File: config.mk
export PLATFORM = sky130hd
export DESIGN_NAME = stage_sequencer
export DESIGN_NICKNAME = d
export VERILOG_FILES = /design/src/rtl/stage_sequencer.sv
export SDC_FILE = /design/constraint.sdc
export NUM_CORES = 1
export LEC_CHECK = 0
export BUFFER_PORTS_ARGS = -buffer_cell sky130_fd_sc_hd__buf_2
export CORE_MARGIN = 4
export CORE_UTILIZATION = 54
export CTS_CLUSTER_DIAMETER = 80
export DETAILED_ROUTE_END_ITERATION = 8
export PLACE_DENSITY = 0.81
export SLEW_MARGIN = 15
export SYNTH_ARGS = -nofsm -noshare
export SYNTH_HDL_FRONTEND = slang
export SYNTH_SLANG_ARGS = --single-unit
export TNS_END_PERCENT = 5
File: constraint.sdc
create_clock -name clk -period 2.5 [get_ports clk]
set_input_delay 0.5 -clock clk [delete_from_list [all_inputs] [get_ports clk]]
set_output_delay 0.5 -clock clk [all_outputs]
set_load 0.05 [all_outputs]
File: src/rtl/stage_sequencer.sv
// ============================================================================
// Module      : stage_sequencer
// Description : Multi-cycle IF/ID/EX/MEM/WB controller for the non-pipelined
//               core. Owns the architectural PC, drives next_pc to fetch,
//               handles branch redirect, data-memory wait with timeout, halt.
//               Optional build macro SKIP_MEM_EN: non-memory instructions
//               bypass MEM (EX -> WB, 4 cycles per instruction).
// Revision    : 1.0 - initial release
// ============================================================================
`default_nettype none

module stage_sequencer #(
  parameter logic [31:0] RESET_PC    = 32'h00008000,
  parameter int unsigned MEM_TIMEOUT = 16
) (
  input  logic        clk,
  input  logic        reset,
  input  logic        is_mem,
  input  logic        branch_taken,
  input  logic [31:0] branch_target,
  input  logic        mem_ready,
  input  logic        halt_req,
  output logic        fetch_en,
  output logic        decode_en,
  output logic        exec_en,
  output logic        mem_en,
  output logic        wb_en,
  output logic [31:0] next_pc,
  output logic [31:0] pc,
  output logic [2:0]  stage,
  output logic        mem_timeout_err,
  output logic        halted,
  output logic [31:0] retired_cnt
);

  typedef enum logic [2:0] {
    ST_IF   = 3'd0,
    ST_ID   = 3'd1,
    ST_EX   = 3'd2,
    ST_MEM  = 3'd3,
    ST_WB   = 3'd4,
    ST_HALT = 3'd5
  } state_t;

  // Last wait-counter value allowed before a MEM access is declared timed out.
  localparam logic [15:0] WAIT_LAST = 16'(MEM_TIMEOUT - 1);

  state_t      state;
  state_t      state_nx;
  logic        lat_is_mem;
  logic        lat_taken;
  logic [31:0] lat_target;
  logic [15:0] wait_cnt;
  logic [31:0] pc_reg;
  logic [31:0] next_pc_reg;
  logic [31:0] retired_reg;
  logic        err_reg;
  logic        timeout_hit;
  logic        mem_waiting;
  logic [31:0] pc_after_wb;

  // PC of the following instruction: redirect target or sequential successor.
  assign pc_after_wb = lat_taken ? lat_target : (pc_reg + 32'd4);

  // Next-state selection and one-hot stage-enable decode.
  always_comb begin
    state_nx    = state;
    timeout_hit = 1'b0;
    mem_waiting = 1'b0;
    fetch_en    = 1'b0;
    decode_en   = 1'b0;
    exec_en     = 1'b0;
    mem_en      = 1'b0;
    wb_en       = 1'b0;
    case (state)
      ST_IF: begin
        fetch_en = 1'b1;
        state_nx = ST_ID;
      end
      ST_ID: begin
        decode_en = 1'b1;
        state_nx  = ST_EX;
      end
      ST_EX: begin
        exec_en = 1'b1;
`ifdef SKIP_MEM_EN
        state_nx = lat_is_mem ? ST_MEM : ST_WB;
`else
        state_nx = ST_MEM;
`endif
      end
      ST_MEM: begin
        mem_en = 1'b1;
        if (!lat_is_mem || mem_ready) begin
          state_nx = ST_WB;
        end else if (wait_cnt == WAIT_LAST) begin
          state_nx    = ST_WB;
          timeout_hit = 1'b1;
        end else begin
          mem_waiting = 1'b1;
        end
      end
      ST_WB: begin
        wb_en    = 1'b1;
        state_nx = halt_req ? ST_HALT : ST_IF;
      end
      ST_HALT: begin
        state_nx = ST_HALT;
      end
      default: begin
        state_nx = ST_IF;
      end
    endcase
  end

  // State register, per-instruction latches, PC, retire count and sticky error.
  always_ff @(posedge clk or negedge reset) begin
    if (!reset) begin
      state       <= ST_IF;
      lat_is_mem  <= 1'b0;
      lat_taken   <= 1'b0;
      lat_target  <= 32'd0;
      wait_cnt    <= 16'd0;
      pc_reg      <= RESET_PC;
      next_pc_reg <= RESET_PC;
      retired_reg <= 32'd0;
      err_reg     <= 1'b0;
    end else begin
      state <= state_nx;

      if (state == ST_ID) begin
        lat_is_mem <= is_mem;
      end

      if (state == ST_EX) begin
        lat_taken  <= branch_taken;
        lat_target <= {branch_target[31:2], 2'b00};
      end

      // Counter only runs while stalled in MEM; any other stage clears it,
      // so every MEM entry starts from zero.
      if (mem_waiting) begin
        wait_cnt <= wait_cnt + 16'd1;
      end else begin
        wait_cnt <= 16'd0;
      end

      if (timeout_hit) begin
        err_reg <= 1'b1;
      end

      if (state == ST_WB) begin
        pc_reg      <= pc_after_wb;
        next_pc_reg <= pc_after_wb;
        retired_reg <= retired_reg + 32'd1;
      end
    end
  end

  assign stage           = state;
  assign pc              = pc_reg;
  assign next_pc         = next_pc_reg;
  assign retired_cnt     = retired_reg;
  assign mem_timeout_err = err_reg;
  assign halted          = (state == ST_HALT);

endmodule

`default_nettype wire

# Word level (Yosys, flattened, before mapping)
# Index checks and enable logic that the tools add are counted.
# op_classes
n_reduce_logical,3
add_sub_neg,3
eq_ne,7
n_mux,17
# op_table
cell,n
"32-bit by 1-bit adder with 32-bit output, second input constant",1
"32-bit by 3-bit adder with 32-bit output, second input constant",1
32-bit 2-to-1 mux,1
3-bit case mux with 6 select lines,1
"16-bit by 1-bit adder with 16-bit output, second input constant",1
"16-bit by 4-bit == test with 1-bit output, second input constant",1
16-bit 2-to-1 mux,1
1-bit 2-to-1 mux,11
3-bit 2-to-1 mux,3
"3-bit by 2-bit == test with 1-bit output, second input constant",2
"3-bit == test, second input constant",2
"3-bit by 1-bit == test with 1-bit output, second input constant",1
3-bit zero test,1
"3-bit != test, second input constant",1
1-bit zero test,1
1-bit logical OR,1
# word_totals
in_bits,38
reg_bits,116
out_inout_bits,106
word_cells,38

# Depth between registers and ports, before layout
# Gate-level depths: netlist (run 1).
# logic_depth
ltp_word,5
depth_mapped,8
ltp_nobuf,6

# Worst setup path after synthesis (run 1)
# No wires, ideal clock.
# synth_path
path_kind,register to register
from,reg state[0] (netlist: stage[0])
to,reg wait_cnt[10]
n_path_buf,3
setup_time_ps,72
path_stages_with_launch,9
required_time_ps,2428
synth_period_minus_slack_ps,2621
setup_slack_ps,-121
t_arrival_ps,2548
cell_sequence,dfrtp_1 > clkbuf_1 > nand2b_1 > nor2_1 > nand3b_1 > nand2b_1 > clkbuf_1 > clkbuf_1 > nor2_1
# synth_via
elab_chain_cells,3
# synth_rtl
item,line,source
start: declaration,48,state_t state;
start signal: assignment,129,state <= state_nx;
3-bit by 2-bit == test with 1-bit output,75,case (state)
1-bit 2-to-1 mux,75,
16-bit 2-to-1 mux,142,if (mem_waiting) begin
end signal: assignment,143,wait_cnt <= wait_cnt + 16'd1;
end: declaration,53,logic [15:0] wait_cnt;
# No other way between the ends.
# A chain may end at the register's enable or synchronous reset.

# Worst setup path in the final report (run 1)
# layout_path
from,reg state[1] (netlist: stage[1])
to,out exec_en
# layout_via
elab_chain_cells,2
# layout_rtl
item,line,source
3-bit by 2-bit == test with 1-bit output,75,
1-bit 2-to-1 mux,75,
end: declaration,25,"output logic exec_en,"
# No other way between the ends.

==> metrics.yaml, run 1 <==
slew_violations: 0
synth-async-reset-ratio: 1.00
peakVddDrop_uv: 1100
max_freq_mhz: 421
synth.distinct_cells: 65
synth_top_area_frac: 0.483
rows: 37
path_delay_family: "flip-flops"
die_w_um: 112
route.met3.wl_um: 800
slowest_stage: "dfrtp_1"
crit_chain: "inv_1 > nor3_2 > buf_2"
relSlewSlack: 0.560
worstMarginPinSlew_ns: 0.661
clock_skew_ns: 0.0111
coreArea_mm2: 0.0105
finalHoldViolations: 0
final_cell_mix: "buf_2 (136), dfrtp_1 (112), nor2_1 (47), nand2_1 (35), xnor2_1 (34)"
wl_met1_um: 5960
place_hpwl_um: 9660
avgSynthCellArea_um2: 10.3
h-tree-depth: 4
syn_to_final_growth_pct: 21.0
post-synth-top-area-cell: "dfrtp_1"
ys_ff_latch: 114
cp.required_ns: 2.00
setup_tns_ns: 0
crit_path_max_incr_delay_ns: 0.49
die-height_um: 112
p_int_uw: 5080
critPathMaxFanout: 9
worstSetupEndpointType: "primary output"
post_cts_buffers: 0
synth_warnings: 0
synth_edf_count: 0
clock_latency_ns: 0.53
viasPerCell: 5.74
highest_layer: "met4"
avgRoutedWirePerCell_um: 17.0
finalCritPeriodShare: 0.950
synth_seq_area_share: 0.488
grt_pass1_wl_um: 22900
grt-ovfl-total: 0
gp_congestion: 0.888
cts_tree: "yes"
largest_register_ff_count: 32
nets: 721
p_switching_uw: 4330
portBuffers: 137
clkSlewWorstSetupHoldPaths_ns: 0.06
io_pins: 144
period_minus_slack_ns: 2.37
dr_wl_met2_um: 7060
fin_area_mm2: 0.00708
antenna_found_initial: 1
drtPass1Iterations: 6
swShare: 0.460
grt_pass1_vias: 4662
clkSinkCount: 114
syn-instance-count: 566
power_density_mw_per_mm2: 1330
grt_max_degree: 47
drive_gt1_frac: 0.342
dieArea_mm2: 0.0126
synth_area_mm2: 0.00585
cp_num_buf_inv: 2
sequentialPowerShare: 0.324
hold_class: "in -> reg"
p_clk_frac: 0.260
synth_ff_type: "dfrtp_1"
setup_viol: 0
crit_type: "reg -> out"
final_common_cell: "buf_2"
combPwrFrac: 0.416
clk_root_buffer_cell: "clkbuf_8"
route.detailed.drc: 0
crit_arrival_ns: 1.87
drtIter0Drc: 393
ant_nets: 0
rsz0062_at_grt: "false"
cts_buffers: 17
cts_buffer_depth: 2
drt-total-wl_um: 14100
place_area_mm2: 0.00646
maxCapViolCount: 0
synthTopCellsByArea: "dfrtp_1 (48%), mux2_2 (6.0%), xnor2_1 (5.1%), buf_4 (4.5%), nor2_1 (3.1%)"
p_leak_uw: 0.00320
grt_usage: 0.225
status: "completed"
via_count: 4764
initial_utilization: 0.559
hold_ws_ns: 0.198
critPathLaunchType: "flip-flop"
-- power by group through the flow --
| stage | registers (µW) | logic, µW | clock network, µW |
|---|---|---|---|
| global placement | 3010 | 3820 | 0 |
| finish | 3050 | 3910 | 2450 |
| detailed placement | 3050 | 3890 | 0 |
| floorplan | 3680 | 2560 | 0 |
| global route | 3140 | 4140 | 2560 |
| CTS | 3040 | 3930 | 2480 |
-- final timing paths --
path                                   end  slack [ns]             from  depth (start not counted)
max reg2reg                retired_cnt[27]        0.48         stage[0]                          5
min                              lat_taken        0.20     branch_taken                          3
min in group asynchronous       next_pc[7]        0.50            reset                          2
max                                exec_en        0.13         stage[1]                          3
min reg2reg                mem_timeout_err        0.47  mem_timeout_err                          1
max in group asynchronous      next_pc[15]        1.29            reset                          3
-- worst reg2reg max path: stages, from the launching register on --
cell      delay [ns]
dfrtp_1         0.47
and4bb_1        0.42
nand3_2         0.19
nor3_1          0.50
nand2_1         0.17
xnor2_1         0.16
-- layout make-up --
cell class              instances  area (µm²)
inverters                      11        41.3
flip-flops and latches        114        2860
diodes                          1        2.50
fillers                       788        3380
repair buffers                152         816
multi-input cells             384        2590
well taps                     136         170
clock buffers                  20         445
clock inverters                12         156
-- through the flow --
| stage | setup slack (ns) | cells | utilization | total power [µW] |
|---|---|---|---|---|
| global placement | 0.547 | 796 | 0.618 | 6830 |
| detailed placement | 0.494 | 796 | 0.618 | 6950 |
| floorplan | 0.107 | 569 | - | 6250 |
| CTS | 0.121 | 829 | 0.676 | 9450 |
| global route | 0.0597 | 830 | 0.677 | 9840 |
| finish | 0.125 | 830 | 0.677 | 9410 |
-- kinds of logic after synthesis --
logic type,synth area share
compound gates,0.0898
xor+xnor,0.0688
fa+ha+maj,0.00642
buf+inv,0.0727
flops,0.488
mux,0.0682
other cells,0.000641
simple gates,0.206
-- synth_stat cells (all sizes together), types with 2 or more instances --
master and n:
o2bb2ai 5, nand3 33, and4 7, or4 2, xnor2 34, inv 10, dfrtp 113, mux2 31
ha 3, a22o 2, nor3 18, a211oi 5, mux2i 5, nand2 36, nor3b 2, and2 3
buf 42, nor2 50, nor2b 4, a21oi 21, nand4b 2, a2bb2oi 2, a311oi 6, xor2 12
nor4 12, o21ai 23, a22oi 2, and3 11, nand2b 3, nand4 21, a21o 2, clkbuf 18
o211ai 3, or3 8
-- repair_timing --
action | in CTS | in global routing
endpoints found under the hold margin | 37 | 0
hold buffers | 1 | 0
resized for setup | 0 | 0
-- metal layers --
metal  vias up  track usage
met4         0       0.0994
met5         -            0
met1      2356        0.285
met2       168        0.372
met3        23       0.0496
li1       2217            -
(Power assumes the default switching activity.)
==> run 2, diff against run 1 <==
--- a/config.mk
+++ b/config.mk
@@ -10,7 +10,9 @@
 export CORE_UTILIZATION = 54
 export CTS_CLUSTER_DIAMETER = 80
 export DETAILED_ROUTE_END_ITERATION = 8
+export MAX_ROUTING_LAYER = met4
 export PLACE_DENSITY = 0.81
+export SETUP_SLACK_MARGIN = 0.3
 export SLEW_MARGIN = 15
 export SYNTH_ARGS = -nofsm -noshare
 export SYNTH_HDL_FRONTEND = slang
==> constraint.sdc (replaced) <==
create_clock -name clk -period 2.5 [get_ports clk]
set_input_delay 0.375 -clock clk [delete_from_list [all_inputs] [get_ports clk]]
set_output_delay 0.375 -clock clk [all_outputs]
set_load 0.05 [all_outputs]
==> run 2 against run 1 <==
Cell count increased by 0.24%; combinational power increased by 4%; setup slack improved by 0.23 ns; clock-buffer cell count decreased by 1; largest cell class unchanged; sequential power about the same; fmax increased by 11%; final area increased by 1.6%; clock power increased by 4%; sequential cell count unchanged; core utilization increased by 1.1 points; critical path depth increased by 1; clock skew decreased by 0.0024 ns.
==> metrics.yaml, run 2 (synthesized netlist as in run 1, its figures left out) <==
fin_area_mm2: 0.00719
setup_tns_ns: 0
drtIter0Drc: 471
hold_class: "in -> reg"
finalHoldViolations: 0
antenna_found_initial: 0
rows: 37
crit_arrival_ns: 1.77
grt-ovfl-total: 0
cp.required_ns: 2.12
dieArea_mm2: 0.0126
grt_pass1_wl_um: 24200
syn_to_final_growth_pct: 22.9
h-tree-depth: 4
via_count: 4756
worstMarginPinSlew_ns: 0.627
clock_latency_ns: 0.52
rsz0062_at_grt: "true"
drtPass1Iterations: 4
period_minus_slack_ns: 2.15
power_density_mw_per_mm2: 1340
io_pins: 144
setup_viol: 0
final_cell_mix: "buf_2 (134), dfrtp_1 (110), nor2_1 (47), nand2_1 (35), xnor2_1 (34)"
nets: 724
die-height_um: 112
route.detailed.drc: 0
peakVddDrop_uv: 886
clk_root_buffer_cell: "clkbuf_8"
relSlewSlack: 0.579
fin_total_pwr_uw: 9670
clkSinkCount: 114
holdPathStages: 2
cts_buffer_depth: 2
die_w_um: 112
slew_violations: 0
critPathMaxFanout: 12
r2r_slack_ns: 0.45
ant_nets: 0
maxCapViolCount: 0
gp_congestion: 0.899
worstSetupEndpointType: "primary output"
holdPathEnd: "lat_target[7]"
grt_pass1_vias: 4766
cts_buffers: 17
initial_utilization: 0.559
p_leak_uw: 0.00324
coreArea_mm2: 0.0105
largest_register_ff_count: 32
cts_tree: "yes"
viasPerCell: 5.72
clkSlewWorstSetupHoldPaths_ns: 0.06
critPathLaunchType: "flip-flop"
portBuffers: 137
clock_skew_ns: 0.00875
r2r_end: "next_pc[29]"
crit_type: "reg -> out"
layout.cells.non_filler: 832
drive_gt1_frac: 0.351
final_common_cell: "buf_2"
reg2regPathDepth: 5
min-delay-start: "branch_target[7]"
avgRoutedWirePerCell_um: 17.5
status: "completed"
timing.rr.start: "next_pc[8]"
drt-total-wl_um: 14500
diodes: 0
place_area_mm2: 0.00649
post-place-cells: 795
place_hpwl_um: 9520
max_freq_mhz: 466
grt_usage: 0.248
post-route-util: 0.688
finalCritPeriodShare: 0.859
grt_max_degree: 50
-- run 2: changes by cell type in the layout (fill, tap and decap cells not counted), sizes merged --
cell,change
clkinvlp,+2
bufbuf,+1
bufinv,+1
clkbuf,-1
diode,-1
clkinv,-2
buf,+2
-- run 2: timing repair --
action                     4_1_cts  5_1_grt
gates resized for setup          5        2
hold buffers                     1        0
hold endpoints to repair        38        0
buffers inserted                 1        2
setup endpoints to repair        2        3
pin swaps                        1        0
cloned                           1        0
-- run 2: metal layers --
metal  track usage  up-vias  wire (µm)
li1              -     2234          -
met4         0.100        0        329
met5             -        -          0
met1         0.297     2331       5810
met2         0.400      158       7530
met3        0.0652       33        869
-- run 2: final cells by class --
type / instances / area [µm²]
fill: 760 / 3270
sequential: 114 / 2860
clock buffer: 19 / 442
multi-input combinational: 384 / 2600
timing repair buffer: 155 / 897
tap: 136 / 170
clock inverter: 13 / 184
inverter: 11 / 41.3
-- run 2: metrics by stage --
stage	hold WS [ns]	worst slack [ns]
4_1_cts	0.0590	0.284
5_1_grt	0.0612	0.252
6_report	0.0839	0.353
3_5_place_dp	0.384	0.478
2_1_floorplan	0.0794	0.180
3_3_place_gp	0.381	0.553
-- run 2: where the power goes --
group          switching, µW  internal (µW)  total [µW]
sequential               663           2380        3040
clock                    880           1670        2550
combinational           2830           1250        4080
total                   4370           5300        9670
-- run 2: worst max-delay path by stage --
stage,start,endpoint,slack (ns)
finish,stage[2],wb_en,0.35
global route,stage[2],wb_en,0.25
CTS,stage[2],wb_en,0.28
detailed placement,stage[0],retired_cnt[19],0.48
global placement,next_pc[8],next_pc[25],0.55
floorplan,stage[1],lat_target[24],0.18
-- run 2: critical path, cell delays in order (launching register included) --
cell	delay [ns]
dfrtp_1	0.52
nand2_1	0.16
inv_2	0.17
buf_4	0.22
buf_6	0.18
==> run 3, diff against run 2 <==
--- a/config.mk
+++ b/config.mk
@@ -7,11 +7,12 @@
 export LEC_CHECK = 0
 export BUFFER_PORTS_ARGS = -buffer_cell sky130_fd_sc_hd__buf_2
 export CORE_MARGIN = 4
-export CORE_UTILIZATION = 54
+export CORE_UTILIZATION = 25
 export CTS_CLUSTER_DIAMETER = 80
 export DETAILED_ROUTE_END_ITERATION = 8
+export GPL_ROUTABILITY_DRIVEN = 0
 export MAX_ROUTING_LAYER = met4
-export PLACE_DENSITY = 0.81
+export REMOVE_ABC_BUFFERS = 1
 export SETUP_SLACK_MARGIN = 0.3
 export SLEW_MARGIN = 15
 export SYNTH_ARGS = -nofsm -noshare
==> run 3 against run 2 <==
Register-to-register slack is essentially flat; combinational power shrank 4%; critical path type unchanged; wire length grew 2.9%; sequential power is essentially flat; largest power group unchanged; sequential cell count is the same; clock power grew 9.8%; first-iteration DRC count shrank 26%; die area grew 110%; fmax grew 2.4%.
==> metrics.yaml, run 3 (synthesized netlist as in run 1, its figures left out) <==
status: "completed"
portBuffers: 137
setup_viol: 0
grt-ovfl-total: 0
multi_input_area_mm2: 0.00260
h-tree-depth: 4
slowest_stage: "dfrtp_1"
clkSlewWorstSetupHoldPaths_ns: 0.06
initial_utilization: 0.256
cp.required_ns: 2.12
relSlewSlack: 0.524
grt_pass1_vias: 4429
worstMarginPinSlew_ns: 0.715
syn_to_final_growth_pct: 27.0
post-route-util: 0.325
grt_max_degree: 46
ant_nets: 0
rsz0062_at_grt: "true"
avgRoutedWirePerCell_um: 14.9
clk_root_buffer_cell: "clkbuf_16"
final_cell_mix: "buf_2 (135), dfrtp_1 (111), nor2_1 (48), nand2_1 (35), xnor2_1 (34)"
clock_latency_ns: 0.42
place_hpwl_um: 10500
coreArea_mm2: 0.0228
drive_gt1_frac: 0.346
drtPass1Iterations: 4
cts_buffer_depth: 2
maxCapViolCount: 0
p_leak_uw: 0.00328
peakVddDrop_uv: 729
max_freq_mhz: 477
slew_violations: 0
post_cts_buffers: 0
hold_class: "in -> reg"
worstSetupEndpointType: "primary output"
period_minus_slack_ns: 2.10
grt_usage: 0.119
regArea_mm2: 0.00286
route.detailed.drc: 0
nets: 722
critPathLaunchType: "flip-flop"
fill_cells: 2379
final_common_cell: "buf_2"
die-height_um: 161
clkSinkCount: 114
clock_skew_ns: 0.00944
rows: 55
finalCritPeriodShare: 0.839
drt-total-wl_um: 15000
viasPerCell: 4.57
grt_pass1_wl_um: 24200
fin_area_mm2: 0.00743
critPathMaxFanout: 17
crit_arrival_ns: 1.72
antenna_found_initial: 0
crit_path_max_incr_delay_ns: 0.48
crit_type: "reg -> out"
dieArea_mm2: 0.0259
crit_chain: "nor3_4 > buf_12 > buf_4"
die_w_um: 161
cts_tree: "yes"
cts_buffers: 17
drtIter0Drc: 350
finalHoldViolations: 0
io_pins: 144
largest_register_ff_count: 32
cp_num_buf_inv: 2
diodes: 0
via_count: 4602
power_density_mw_per_mm2: 1310
place_area_mm2: 0.00670
path_delay_family: "flip-flops"
==> run 3: cell types whose count changed in the layout (fill, tap and decap cells not counted), moves of 2 or more <==
cell,change
clkinv_4,+2
clkinvlp_4,-4
clkbuf_16,+2
bufinv_16,+2
==> run 3: power by group <==
group          switching [µW]  internal [µW]  leakage [µW]
registers                 670           2380       0.00144
clock network             881           1920      0.000329
logic                    2760           1170       0.00151
==> run 3: stage by stage <==
stage               std cells  worst slack [ns]  TNS (ns)  total power [µW]  hold WS (ns)
finish                   1007             0.403         0              9780         0.188
CTS                      1006             0.235         0              9850         0.167
global route             1007             0.291         0             10300         0.177
global placement          973             0.483         0              6930         0.432
detailed placement        973             0.449         0              6980         0.432
floorplan                 509             -2.17    -85.12              5870        0.0794
==> run 3: cell type report <==
cell class | count | share of cell area
inverters | 11 | 0.00572
flip-flops and latches | 114 | 0.384
clock buffers | 19 | 0.0609
well taps | 313 | 0.0527
repair buffers | 153 | 0.115
multi-input cells | 384 | 0.350
clock inverters | 13 | 0.0311
==> run 3: worst paths after layout <==
path / cells after the start / start / endpoint / slack (ns)
worst max-delay path: 3 / stage[2] / exec_en / 0.40
worst min-delay path: 2 / branch_target[4] / lat_target[4] / 0.19
worst max register to register: 5 / next_pc[18] / next_pc[31] / 0.46
worst min register to register: 1 / retired_cnt[31] / retired_cnt[31] / 0.46
max in group asynchronous: 3 / reset / next_pc[15] / 1.24
min in group asynchronous: 2 / reset / retired_cnt[19] / 0.51
==> run 3: repair_timing <==
item                                    CTS  global route
gates cloned                              0             1
endpoints found under the hold margin    42             0
resized for setup                         3             2
endpoints found under the setup margin    2             5
pin swaps                                 0             1
hold buffers                              1             0
==> run 3: layer usage <==
metal	routed length, µm	vias up	GRT usage
li1	-	2225	-
met1	7170	2257	0.162
met2	6990	104	0.180
met3	550	16	0.0245
met4	243	0	0.0399
met5	0	-	-
